### src/rtl/i2c_cmd_sequencer_if.sv
// Bundle of the push, I2C-master and result channels of i2c_cmd_sequencer.
// The sequencer connects through the slave modport; its environment uses master.
interface i2c_cmd_sequencer_if;
  logic       push_valid;
  logic       push_ready;
  logic       push_rw;
  logic [6:0] push_addr;
  logic [7:0] push_data;
  logic [2:0] m_cmd;
  logic [7:0] m_inp;
  logic       m_busy;
  logic       m_stat;
  logic [7:0] m_out;
  logic       res_valid;
  logic       res_rw;
  logic       res_ack;
  logic [7:0] res_data;
  logic       res_timeout;

  modport slave (
    input  push_valid, push_rw, push_addr, push_data, m_busy, m_stat, m_out,
    output push_ready, m_cmd, m_inp, res_valid, res_rw, res_ack, res_data, res_timeout
  );

  modport master (
    output push_valid, push_rw, push_addr, push_data, m_busy, m_stat, m_out,
    input  push_ready, m_cmd, m_inp, res_valid, res_rw, res_ack, res_data, res_timeout
  );
endinterface

### src/rtl/i2c_cmd_sequencer.sv
// Queues {rw, addr, data} transactions and replays each to the I2C master as ADDR/DATA/GO,
// then reports one result per transaction. Optional wait-phase watchdog: I2C_SEQ_TIMEOUT_EN.
module i2c_cmd_sequencer #(
  parameter int DEPTH   = 4,
  parameter int TIMEOUT = 1023
) (
  input  logic                   clk,
  input  logic                   rst,
  i2c_cmd_sequencer_if.slave     bus,
  output logic                   busy,
  output logic [$clog2(DEPTH):0] level
);
  localparam int AW = $clog2(DEPTH);
  localparam logic [AW:0]   LEVEL_ZERO = (AW+1)'(0);
  localparam logic [AW:0]   LEVEL_ONE  = (AW+1)'(1);
  localparam logic [AW:0]   LEVEL_FULL = (AW+1)'(DEPTH);
  localparam logic [AW-1:0] PTR_ZERO   = AW'(0);
  localparam logic [AW-1:0] PTR_ONE    = AW'(1);
  localparam logic [2:0] CMD_NONE  = 3'd0;
  localparam logic [2:0] CMD_ADDR  = 3'd1;
  localparam logic [2:0] CMD_DATA  = 3'd2;
  localparam logic [2:0] CMD_READ  = 3'd3;
  localparam logic [2:0] CMD_WRITE = 3'd4;

  typedef enum logic [2:0] {
    IDLE    = 3'd0,
    S_ADDR  = 3'd1,
    S_DATA  = 3'd2,
    S_GO    = 3'd3,
    W_START = 3'd4,
    W_DONE  = 3'd5,
    REPORT  = 3'd6
  } state_t;

  if (DEPTH < 2 || (DEPTH & (DEPTH - 1)) != 0 || TIMEOUT < 1) begin : g_param_check
    $error("i2c_cmd_sequencer: DEPTH must be a power of 2 >= 2 and TIMEOUT >= 1");
  end

  state_t        state, state_next;
  logic          rw_mem   [DEPTH];
  logic [6:0]    addr_mem [DEPTH];
  logic [7:0]    data_mem [DEPTH];
  logic [AW-1:0] wr_ptr, rd_ptr;
  logic [AW:0]   level_next;
  logic          push_fire, pop;
  logic          cur_rw;
  logic [7:0]    cur_data;
  logic [2:0]    cmd_next;
  logic [7:0]    inp_next;
  logic          res_load, ack_next, to_next;
  logic [7:0]    rdata_next;
  logic          expired;

  assign push_fire = bus.push_valid & bus.push_ready;
  assign pop       = (state == IDLE) && (level != LEVEL_ZERO);

`ifdef I2C_SEQ_TIMEOUT_EN
  localparam int TW = $clog2(TIMEOUT + 1);
  localparam logic [TW-1:0] TLIM = TW'(TIMEOUT);
  logic [TW-1:0] tcnt;

  // Wait-phase watchdog: restarts on every state change, saturates at the limit.
  always_ff @(posedge clk or posedge rst) begin
    if (rst) begin
      tcnt <= {TW{1'b0}};
    end else if (state_next != state) begin
      tcnt <= {TW{1'b0}};
    end else if (tcnt != TLIM) begin
      tcnt <= tcnt + TW'(1);
    end
  end

  assign expired = (tcnt == TLIM);
`else
  assign expired = 1'b0;
`endif

  // Occupancy after this cycle's push/pop.
  always_comb begin
    level_next = level;
    case ({push_fire, pop})
      2'b10:   level_next = level + LEVEL_ONE;
      2'b01:   level_next = level - LEVEL_ONE;
      default: level_next = level;
    endcase
  end

  // FIFO storage; written only on an accepted push.
  always_ff @(posedge clk) begin
    if (push_fire) begin
      rw_mem[wr_ptr]   <= bus.push_rw;
      addr_mem[wr_ptr] <= bus.push_addr;
      data_mem[wr_ptr] <= bus.push_data;
    end
  end

  // FIFO pointers, occupancy and the registered ready flag.
  always_ff @(posedge clk or posedge rst) begin
    if (rst) begin
      wr_ptr         <= PTR_ZERO;
      rd_ptr         <= PTR_ZERO;
      level          <= LEVEL_ZERO;
      bus.push_ready <= 1'b1;
    end else begin
      if (push_fire) wr_ptr <= wr_ptr + PTR_ONE;
      if (pop)       rd_ptr <= rd_ptr + PTR_ONE;
      level          <= level_next;
      bus.push_ready <= (level_next != LEVEL_FULL);
    end
  end

  // Next state plus the values the output registers take on entering it.
  always_comb begin
    state_next = state;
    cmd_next   = CMD_NONE;
    inp_next   = 8'd0;
    res_load   = 1'b0;
    ack_next   = 1'b0;
    rdata_next = 8'd0;
    to_next    = 1'b0;
    case (state)
      IDLE: begin
        if (level != LEVEL_ZERO) begin
          state_next = S_ADDR;
          cmd_next   = CMD_ADDR;
          inp_next   = {1'b0, addr_mem[rd_ptr]};
        end else begin
          state_next = IDLE;
        end
      end
      S_ADDR: begin
        state_next = S_DATA;
        cmd_next   = CMD_DATA;
        inp_next   = cur_data;
      end
      S_DATA: begin
        state_next = S_GO;
        cmd_next   = cur_rw ? CMD_READ : CMD_WRITE;
      end
      S_GO: state_next = W_START;
      W_START: begin
        if (bus.m_busy) begin
          state_next = W_DONE;
        end else if (expired) begin
          state_next = REPORT;
          res_load   = 1'b1;
          to_next    = 1'b1;
        end else begin
          state_next = W_START;
        end
      end
      W_DONE: begin
        if (!bus.m_busy) begin
          state_next = REPORT;
          res_load   = 1'b1;
          ack_next   = bus.m_stat;
          rdata_next = cur_rw ? bus.m_out : 8'd0;
        end else if (expired) begin
          state_next = REPORT;
          res_load   = 1'b1;
          to_next    = 1'b1;
        end else begin
          state_next = W_DONE;
        end
      end
      REPORT:  state_next = IDLE;
      default: state_next = IDLE;
    endcase
  end

  // State, working copy of the popped entry and all registered outputs.
  always_ff @(posedge clk or posedge rst) begin
    if (rst) begin
      state           <= IDLE;
      cur_rw          <= 1'b0;
      cur_data        <= 8'd0;
      bus.m_cmd       <= CMD_NONE;
      bus.m_inp       <= 8'd0;
      bus.res_valid   <= 1'b0;
      bus.res_rw      <= 1'b0;
      bus.res_ack     <= 1'b0;
      bus.res_data    <= 8'd0;
      bus.res_timeout <= 1'b0;
      busy            <= 1'b0;
    end else begin
      state         <= state_next;
      bus.m_cmd     <= cmd_next;
      bus.m_inp     <= inp_next;
      bus.res_valid <= (state_next == REPORT);
      busy          <= (state_next != IDLE);
      if (pop) begin
        cur_rw   <= rw_mem[rd_ptr];
        cur_data <= data_mem[rd_ptr];
      end
      if (res_load) begin
        bus.res_rw      <= cur_rw;
        bus.res_ack     <= ack_next;
        bus.res_data    <= rdata_next;
        bus.res_timeout <= to_next;
      end
    end
  end
endmodule

### src/flat_wrapper.sv
// flat-port wrapper written by rule: the top's interface ports become plain ports
module i2c_cmd_sequencer_flat 
#(
  parameter int DEPTH   = 4,
  parameter int TIMEOUT = 1023
)
  (clk, rst, busy, level, bus_push_valid, bus_push_rw, bus_push_addr, bus_push_data, bus_m_busy, bus_m_stat, bus_m_out, bus_push_ready, bus_m_cmd, bus_m_inp, bus_res_valid, bus_res_rw, bus_res_ack, bus_res_data, bus_res_timeout);
  i2c_cmd_sequencer_if bus_i ();
  input  logic clk;
  input  logic rst;
  output logic busy;
  output logic [$clog2(DEPTH):0] level;
  input wire logic [$bits(bus_i.push_valid)-1:0] bus_push_valid;
  input wire logic [$bits(bus_i.push_rw)-1:0] bus_push_rw;
  input wire logic [$bits(bus_i.push_addr)-1:0] bus_push_addr;
  input wire logic [$bits(bus_i.push_data)-1:0] bus_push_data;
  input wire logic [$bits(bus_i.m_busy)-1:0] bus_m_busy;
  input wire logic [$bits(bus_i.m_stat)-1:0] bus_m_stat;
  input wire logic [$bits(bus_i.m_out)-1:0] bus_m_out;
  output wire logic [$bits(bus_i.push_ready)-1:0] bus_push_ready;
  output wire logic [$bits(bus_i.m_cmd)-1:0] bus_m_cmd;
  output wire logic [$bits(bus_i.m_inp)-1:0] bus_m_inp;
  output wire logic [$bits(bus_i.res_valid)-1:0] bus_res_valid;
  output wire logic [$bits(bus_i.res_rw)-1:0] bus_res_rw;
  output wire logic [$bits(bus_i.res_ack)-1:0] bus_res_ack;
  output wire logic [$bits(bus_i.res_data)-1:0] bus_res_data;
  output wire logic [$bits(bus_i.res_timeout)-1:0] bus_res_timeout;
  assign bus_i.push_valid = bus_push_valid;
  assign bus_i.push_rw = bus_push_rw;
  assign bus_i.push_addr = bus_push_addr;
  assign bus_i.push_data = bus_push_data;
  assign bus_i.m_busy = bus_m_busy;
  assign bus_i.m_stat = bus_m_stat;
  assign bus_i.m_out = bus_m_out;
  assign bus_push_ready = bus_i.push_ready;
  assign bus_m_cmd = bus_i.m_cmd;
  assign bus_m_inp = bus_i.m_inp;
  assign bus_res_valid = bus_i.res_valid;
  assign bus_res_rw = bus_i.res_rw;
  assign bus_res_ack = bus_i.res_ack;
  assign bus_res_data = bus_i.res_data;
  assign bus_res_timeout = bus_i.res_timeout;
  i2c_cmd_sequencer #(.DEPTH(DEPTH), .TIMEOUT(TIMEOUT)) u_core (.clk(clk), .rst(rst), .bus(bus_i), .busy(busy), .level(level));
endmodule
### config.mk
export PLATFORM = sky130hd
export DESIGN_NAME = i2c_cmd_sequencer_flat
export DESIGN_NICKNAME = d
export VERILOG_FILES = /design/src/rtl/i2c_cmd_sequencer_if.sv /design/src/rtl/i2c_cmd_sequencer.sv /design/src/flat_wrapper.sv
export SDC_FILE = /design/constraint.sdc
export NUM_CORES = 1
export LEC_CHECK = 0
export ABC_AREA = 1
export BUFFER_PORTS_ARGS = -buffer_cell sky130_fd_sc_hd__buf_2
export CAP_MARGIN = 20
export CORE_MARGIN = 5
export CORE_UTILIZATION = 25
export CTS_CLUSTER_SIZE = 8
export DETAILED_ROUTE_END_ITERATION = 10
export PLACE_DENSITY = 0.39
export SLEW_MARGIN = 20
export SYNTH_ARGS = -nofsm -noshare
export SYNTH_HDL_FRONTEND = slang
export SYNTH_SLANG_ARGS = --single-unit
export TNS_END_PERCENT = 100
### constraint.sdc
create_clock -name clk -period 2.9 [get_ports clk]
set_clock_uncertainty 0.15 [all_clocks]
set_input_delay 0 -clock clk [delete_from_list [all_inputs] [get_ports clk]]
set_output_delay 0 -clock clk [all_outputs]
set_load 0.05 [all_outputs]
==> results of run 1 <==
==> stage by stage <==
| step | cells | utilization, % |
|---|---|---|
| 2_1_floorplan | 453 | - |
| 3_3_place_gp | 729 | 28.1 |
| 3_5_place_dp | 729 | 28.1 |
| 4_1_cts | 773 | 31.2 |
| 5_1_grt | 775 | 31.4 |
| 6_report | 775 | 31.4 |
==> power by group through the flow <==
stage	sequential, mW	combinational, mW	clock [mW]
4_1_cts	2.23	2.41	1.21
6_report	2.22	2.35	1.15
2_1_floorplan	2.71	1.34	0
3_3_place_gp	2.25	2.36	0
3_5_place_dp	2.26	2.37	0
5_1_grt	2.27	2.64	1.27
==> synthesized netlist by cell type <==
| master | count | share of area (%) |
|---|---|---|
| a21oi_1 | 1 | 0.11 |
| buf_12 | 1 | 0.44 |
| buf_2 | 3 | 0.33 |
| buf_4 | 8 | 1.3 |
| buf_6 | 2 | 0.49 |
| clkinv_2 | 1 | 0.11 |
| conb_1 | 1 | 0.082 |
| dfrtp_1 | 42 | 23 |
| dfstp_2 | 1 | 0.58 |
| edfxtp_1 | 64 | 42 |
| fa_1 | 1 | 0.44 |
| ha_1 | 5 | 1.4 |
| inv_1 | 81 | 6.7 |
| inv_2 | 7 | 0.58 |
| nand2_1 | 169 | 14 |
| nand2_2 | 2 | 0.27 |
| nand2_4 | 1 | 0.25 |
| nand3_1 | 37 | 4.1 |
| nand3_2 | 1 | 0.22 |
| nand3_4 | 1 | 0.38 |
| nand4_1 | 1 | 0.14 |
| nor2_1 | 11 | 0.91 |
| nor2_2 | 1 | 0.14 |
| nor2_4 | 1 | 0.25 |
| nor2_8 | 1 | 0.44 |
| o21ai_0 | 4 | 0.44 |
| o21ai_1 | 2 | 0.22 |
| xnor2_1 | 2 | 0.38 |
| xor2_1 | 1 | 0.19 |
==> sequential cells by signal (all words and copies together), names as in the netlist, 3 cells and up <==
signal / flops
u_core.rw_mem: 4
u_core.bus.m_cmd: 3
u_core.level: 3
u_core.data_mem: 32
u_core.bus.res_data: 8
u_core.bus.m_inp: 8
u_core.cur_data: 8
u_core.state: 3
u_core.addr_mem: 28
==> layer usage <==
metal / vias up / share of wire [%] / global-route usage, %
met5: - / 0 / 0
li1: 1556 / - / -
met3: 14 / 4.5 / 2.87
met4: 0 / 1.4 / 2.97
met1: 1402 / 47 / 12.7
met2: 57 / 47 / 16.0
==> worst min-delay path by stage <==
| stage | slack (ns) | depth (start not counted) | to | from |
|---|---|---|---|---|
| 6_report | 0.24 | 4 | u_core.bus.res_data[6]$_DFFE_PP0P_ | bus_m_out[6] |
| 3_3_place_gp | 0.05 | 3 | u_core.bus.res_ack$_DFFE_PP0P_ | bus_m_stat |
| 4_1_cts | 0.22 | 4 | u_core.bus.res_data[6]$_DFFE_PP0P_ | bus_m_out[6] |
| 5_1_grt | 0.24 | 2 | u_core.addr_mem[0][6]$_DFFE_PP_ | bus_push_addr[6] |
| 3_5_place_dp | 0.05 | 3 | u_core.bus.res_data[4]$_DFFE_PP0P_ | bus_m_out[4] |
| 2_1_floorplan | -0.05 | 0 | u_core.addr_mem[0][0]$_DFFE_PP_ | bus_push_addr[0] |
==> final cells by class <==
| class | count | share of cell area, % |
|---|---|---|
| inverter | 89 | 5.95 |
| sequential | 107 | 53.2 |
| clock buffer | 11 | 4.13 |
| clock inverter | 5 | 0.822 |
| multi-input combinational | 243 | 19.6 |
| timing repair buffer | 91 | 11.2 |
| tap | 229 | 5.09 |
==> kinds of logic after synthesis <==
family / count (synthesis)
AOI/OAI and AO/OA: 7
xor gates and xnor gates: 3
adders and majority gates: 6
buffers and inverters: 103
DFF: 107
other: 1
and+or+nand+nor: 226
==> what timing repair did <==
action,4_1_cts,5_1_grt
hold endpoints to repair,119,9
endpoints found under the setup margin,0,0
hold buffers,28,1
resized for setup,0,0
==> layout by cell type, fill, tap and decap left out, types with 2 or more instances in the layout <==
| cell type | synthesis | final |
|---|---|---|
| nand3_1 | 37 | 37 |
| inv_2 | 7 | 8 |
| dlygate4sd3_1 | 0 | 29 |
| clkinv_4 | 0 | 3 |
| inv_1 | 81 | 80 |
| dfrtp_1 | 42 | 42 |
| o21ai_1 | 2 | 2 |
| nand2_1 | 169 | 169 |
| xnor2_1 | 2 | 2 |
| nand2_2 | 2 | 2 |
| clkbuf_16 | 0 | 9 |
| o21ai_0 | 4 | 4 |
| nor2_1 | 11 | 11 |
| buf_2 | 3 | 55 |
| edfxtp_1 | 64 | 64 |
| buf_4 | 8 | 6 |
| clkbuf_1 | 0 | 2 |
| ha_1 | 5 | 5 |
==> worst min-delay path: stages <==
cell,delay [ns]
dlygate4sd3_1,0.51
buf_2,0.10
nand2_1,0.04
nand2_1,0.05
==> metrics.txt, run 1 <==
status finished, final reports clean; Worst EP arrival 2.38 ns; Seq cells post-synth 107; Place WS 0.624 ns; synthesized cell area 4560 sq um; clock power share 20.1%; Iter 0 DRT Violations 135; CP Max Fanout 19; GRT Total Usage 9.82%; slowest CP cell dfrtp_1; cell chain of the critical path inv_2 > nand3_4 > nor2_8 > ha_1 > inv_1 > fa_1 > o21ai_0 > nor2_1 > nand2_1; Initial Utilization 25.4%; row cnt 49; fill cell count 1853; Design Area, Final 5630 sq um; io pins 57; LEAKAGE 2.78 nW; switching pwr 2.44 mW; post-synthesis mux area share 0%; critical path startpoint u_core.state[1]$_DFF_PP0_; Setup-failing EPs final 0; worst r2r src u_core.state[1]$_DFF_PP0_; routed len/inst 12.8 um; Syn Nets 488; Core Box Area 18000 sq um; clk root buf clkbuf_16; Hold Crit Class primary input to flop; syn avg cell area 10.1 sq um; PortBufs 55; DIE WIDTH 145 um; Tot Pwr 5.72 mW; Post-Synth Simple-Gate Area 21.0%; Synth Warn # 0; Post-Synth Adder-Cell Area 1.81%; combinational fraction of design power 41.0%; DR DRC count 0; complex-gate fraction of the synthesized area 0.769%; number of global-route vias before repair 2948; First-pass DRT Iterations 4; setup ws final 0.659 ns; internal power 3.28 mW; via count 3029; HPWL Detailed 6260 um; CP peak stage delay 0.43 ns; Pwr per Cell Area 1020 nW/um^2; Crit path max-delay family adder cells; CTS tree built; Hold Violations, Final 0; Setup crit start kind flop; die height 145 um; Crit. End Element flop; XOR/XNOR Fraction of Synth Area 0.577%; Final TNS setup 0 ns; initial antenna violation count 0; CP Class flop to flop; placed cell areas 5040 sq um; CTS Buffer Depth 2; Final ANT Viol Nets 0; critical path endpoint u_core.bus.push_ready$_DFF_PP1_; Reg clk slew, reported paths 0.07 ns; drt total wl 9940 um; layout cells sized above 1 17.2%; Nets 576; register area share after synthesis 65.8%; CTS Sinks 107; Netlist cell types 29; RD Place Congestion 0.735; register area 3000 sq um; Worst-Skew Late Latency 0.35 ns; crit path buf inv count 2; relative slew slack 58.9%; Crit path depth 9; R2R setup slack 0.66 ns; unrepaired setup endpoints after global routing no; main combinational cell family by area after synthesis simple AND/OR/NAND/NOR gates; area of the multi-input gates 1100 sq um; buffer count from post-CTS setup fixing 0; worst vdd ir 467 uV; Final Max Tran Viols 0; Slew @ Worst Pin 0.616 ns; switching share of total power 42.6%; fin crit period 2.24 ns; Max-Cap Viols 0; f_max 446 MHz; largest net degree at the start of global routing 44; # diodes 0; post-route clock period utilization 77.3%; WHS 0.238 ns; global route overflow 0; CP Data Required Time 3.04 ns; R2R cell count 9; die area 21000 sq um; Vias/cell 3.91; CTS Buf Count 9; first-pass GRT wire length 16300 um; Seq pwr share 38.9%; Crit Reg-Reg Endpoint u_core.bus.push_ready$_DFF_PP1_; H-tree levels 3; area delta synth->final 23.7%; Syn Inst Count 453
(Power assumes the default switching activity.)
==> inputs of run 2 (changes only) <==
- PLACE_DENSITY: 0.39 -> 0.4
- clock period: 2.9 -> 2 ns (I/O delays scaled with it)
==> metrics.txt, run 2 (synthesized netlist as in run 1, its figures left out) <==
First-pass DRT Iterations 4 (unchanged); CTS Buf Count 9 (unchanged); Worst EP arrival 1.99 ns (was 2.38 ns); Iter 0 DRT Violations 89 (was 135); switching pwr 3.58 mW (was 2.44 mW); Hold Crit Class primary input to asynchronous set/reset pin (was primary input to flop); CP Class flop to flop (unchanged); Hold Violations, Final 0 (unchanged); Biggest register u_core.data_mem (unchanged); DIE WIDTH 145 um (unchanged); HPWL Detailed 6470 um (was 6260 um); routed len/inst 13.0 um (was 12.8 um); first-pass GRT wire length 16900 um (was 16300 um); die height 145 um (unchanged); fin crit period 1.90 ns (was 2.24 ns); area of the multi-input gates 1130 sq um (was 1100 sq um); post-route clock period utilization 95.2% (was 77.3%); global route overflow 0 (unchanged); status finished, final reports clean (unchanged); register area 3000 sq um (about the same); CP peak stage delay 0.56 ns (was 0.43 ns); LEAKAGE 2.84 nW (was 2.78 nW); clk root buf clkbuf_16 (unchanged); CTS Buffer Depth 2 (unchanged); Max-Cap Viols 0 (unchanged); Vias/cell 3.98 (was 3.91); switching share of total power 40.7% (was 42.6%); setup ws final 0.0959 ns (was 0.659 ns); Core Box Area 18000 sq um (unchanged); layout cells sized above 1 20.4% (was 17.2%); commonest non-fill, non-tap cell in the layout nand2_1 (unchanged); utilization after layout 32.3% (was 31.4%); worst vdd ir 779 uV (was 467 uV); Reg clk slew, reported paths 0.07 ns (about the same); cell chain of the critical path inv_2 > nand3_4 > nor2_8 > ha_4 > inv_2 > fa_2 > o21ai_2 > buf_4 (was inv_2 > nand3_4 > nor2_8 > ha_1 > inv_1 > fa_1 > o21ai_0 > nor2_1 > nand2_1); Pwr per Cell Area 1510 nW/um^2 (was 1020 nW/um^2); slowest CP cell fa_2 (was dfrtp_1); drt total wl 10200 um (was 9940 um); Final Max Tran Viols 0 (unchanged); largest net degree at the start of global routing 35 (was 44); Top Registers u_core.data_mem x32, u_core.addr_mem x28 (unchanged); Placed Cells 734 (was 729); GRT Total Usage 10.1% (was 9.82%); CTS tree built (unchanged); Worst-Skew Late Latency 0.35 ns (about the same); Slew @ Worst Pin 0.600 ns (was 0.616 ns); CP Data Required Time 2.09 ns (was 3.04 ns); Final Non-Filler Cells 783 (was 775); CP most frequent cell inv_2; commonest non-fill, non-tap cells in the layout 169 x nand2_1, 77 x inv_1, 64 x edfxtp_1 (was 169 x nand2_1, 80 x inv_1, 64 x edfxtp_1); global-route met1 utilization 12.7% (about the same); row cnt 49 (unchanged); CP Max Fanout 3 (was 19); Place WS 0.0264 ns (was 0.624 ns); Final ANT Viol Nets 0 (unchanged); Nets 585 (was 576); # diodes 0 (unchanged); DR DRC count 0 (unchanged); f_max 525 MHz (was 446 MHz); unrepaired setup endpoints after global routing no (unchanged); RD Place Congestion 0.734 (was 0.735); GRT met2 Usage 16.5% (was 16.0%); GRT Max-Usage Layer met2 (unchanged); Setup crit start kind flop (unchanged); number of global-route vias before repair 3112 (was 2948); fill cell count 1862 (was 1853); Setup-failing EPs final 0 (unchanged); H-tree levels 3 (unchanged); Crit. End Element flop (unchanged); PortBufs 55 (unchanged); io pins 57 (unchanged); via count 3114 (was 3029); relative slew slack 59.9% (was 58.9%); die area 21000 sq um (unchanged); internal power 5.22 mW (was 3.28 mW); max FFs per register 32 (unchanged); met3 Usage GRT 3.74% (was 2.87%); area delta synth->final 27.5% (was 23.7%); Initial Utilization 25.4% (unchanged); initial antenna violation count 0 (unchanged); Seq pwr share 36.7% (was 38.9%); clock power share 21.5% (was 20.1%); combinational fraction of design power 41.8% (was 41.0%); CTS Sinks 107 (unchanged)
-- run 2: cell count changes in the layout (fill, tap and decap cells not counted), sizes merged --
cell         previous run  this run
clkinvlp                0         1
clkbuf                 11        10
dlygate4sd3            29        28
clkinv                  4         1
bufinv                  0         2
buf                    62        72
-- run 2: power by group through the flow --
stage	combinational [mW]	clock [mW]	sequential (mW)
floorplan	1.96	0	3.95
global placement	3.52	0	3.27
detailed placement	3.54	0	3.28
CTS	3.60	1.97	3.23
global route	4.14	2.06	3.29
finish	3.68	1.89	3.23
-- run 2: metrics by stage --
step                      hold slack (ns)  instance area, sq um  total power [mW]  TNS (ns)
after floorplan                   -0.0511                  4570              5.91    -11.16
after global placement             -0.123                  5140              6.79         0
after detailed placement           -0.115                  5140              6.82         0
after CTS                          0.0487                  5740              8.80         0
after global routing               0.0859                  5810              9.49         0
final                              0.0402                  5810              8.80         0
-- run 2: cell type report --
| cell class | count | share of cell area, % |
|---|---|---|
| well taps | 229 | 4.93 |
| inverters | 89 | 5.86 |
| flip-flops and latches | 107 | 51.7 |
| repair buffers | 100 | 12.6 |
| multi-input cells | 243 | 19.5 |
| clock inverters | 5 | 1.47 |
| clock buffers | 10 | 3.94 |
-- run 2: metal layers --
metal	up-vias	part of all wire [%]
li1	1577	-
met1	1467	45
met2	62	49
met3	8	5.0
met4	0	1.0
met5	-	0
-- run 2: path summary, 6_finish.rpt --
path | startpoint | cells after the start | slack (ns) | to
min in group clk | bus_m_out[2] | 4 | 0.24 | u_core.bus.res_data[2]$_DFFE_PP0P_
max in group asynchronous | rst | 4 | 1.12 | u_core.cur_data[2]$_DFFE_PP0P_
worst min register to register | u_core.cur_rw$_DFFE_PP0P_ | 1 | 0.31 | u_core.bus.m_cmd[2]$_DFF_PP0_
worst max register to register | u_core.state[0]$_DFF_PP0_ | 8 | 0.1 | u_core.level[1]$_DFF_PP0_
worst max-delay path | u_core.state[0]$_DFF_PP0_ | 8 | 0.1 | u_core.level[1]$_DFF_PP0_
worst min-delay path | rst | 3 | 0.04 | u_core.level[0]$_DFF_PP0_
-- run 2: repair_timing --
action	CTS	global route
setup endpoints to repair	0	3
gates resized for setup	0	7
hold buffers	28	0
endpoints found under the hold margin	120	0
setup buffers	0	6
-- run 2: worst max-delay path, delay by kind of cell (launching register included) --
family | cells | cell delay [ns]
compound gates | 1 | 0.07
fa+ha+maj | 2 | 0.70
buf+inv | 3 | 0.26
flops | 1 | 0.40
simple gates | 2 | 0.21
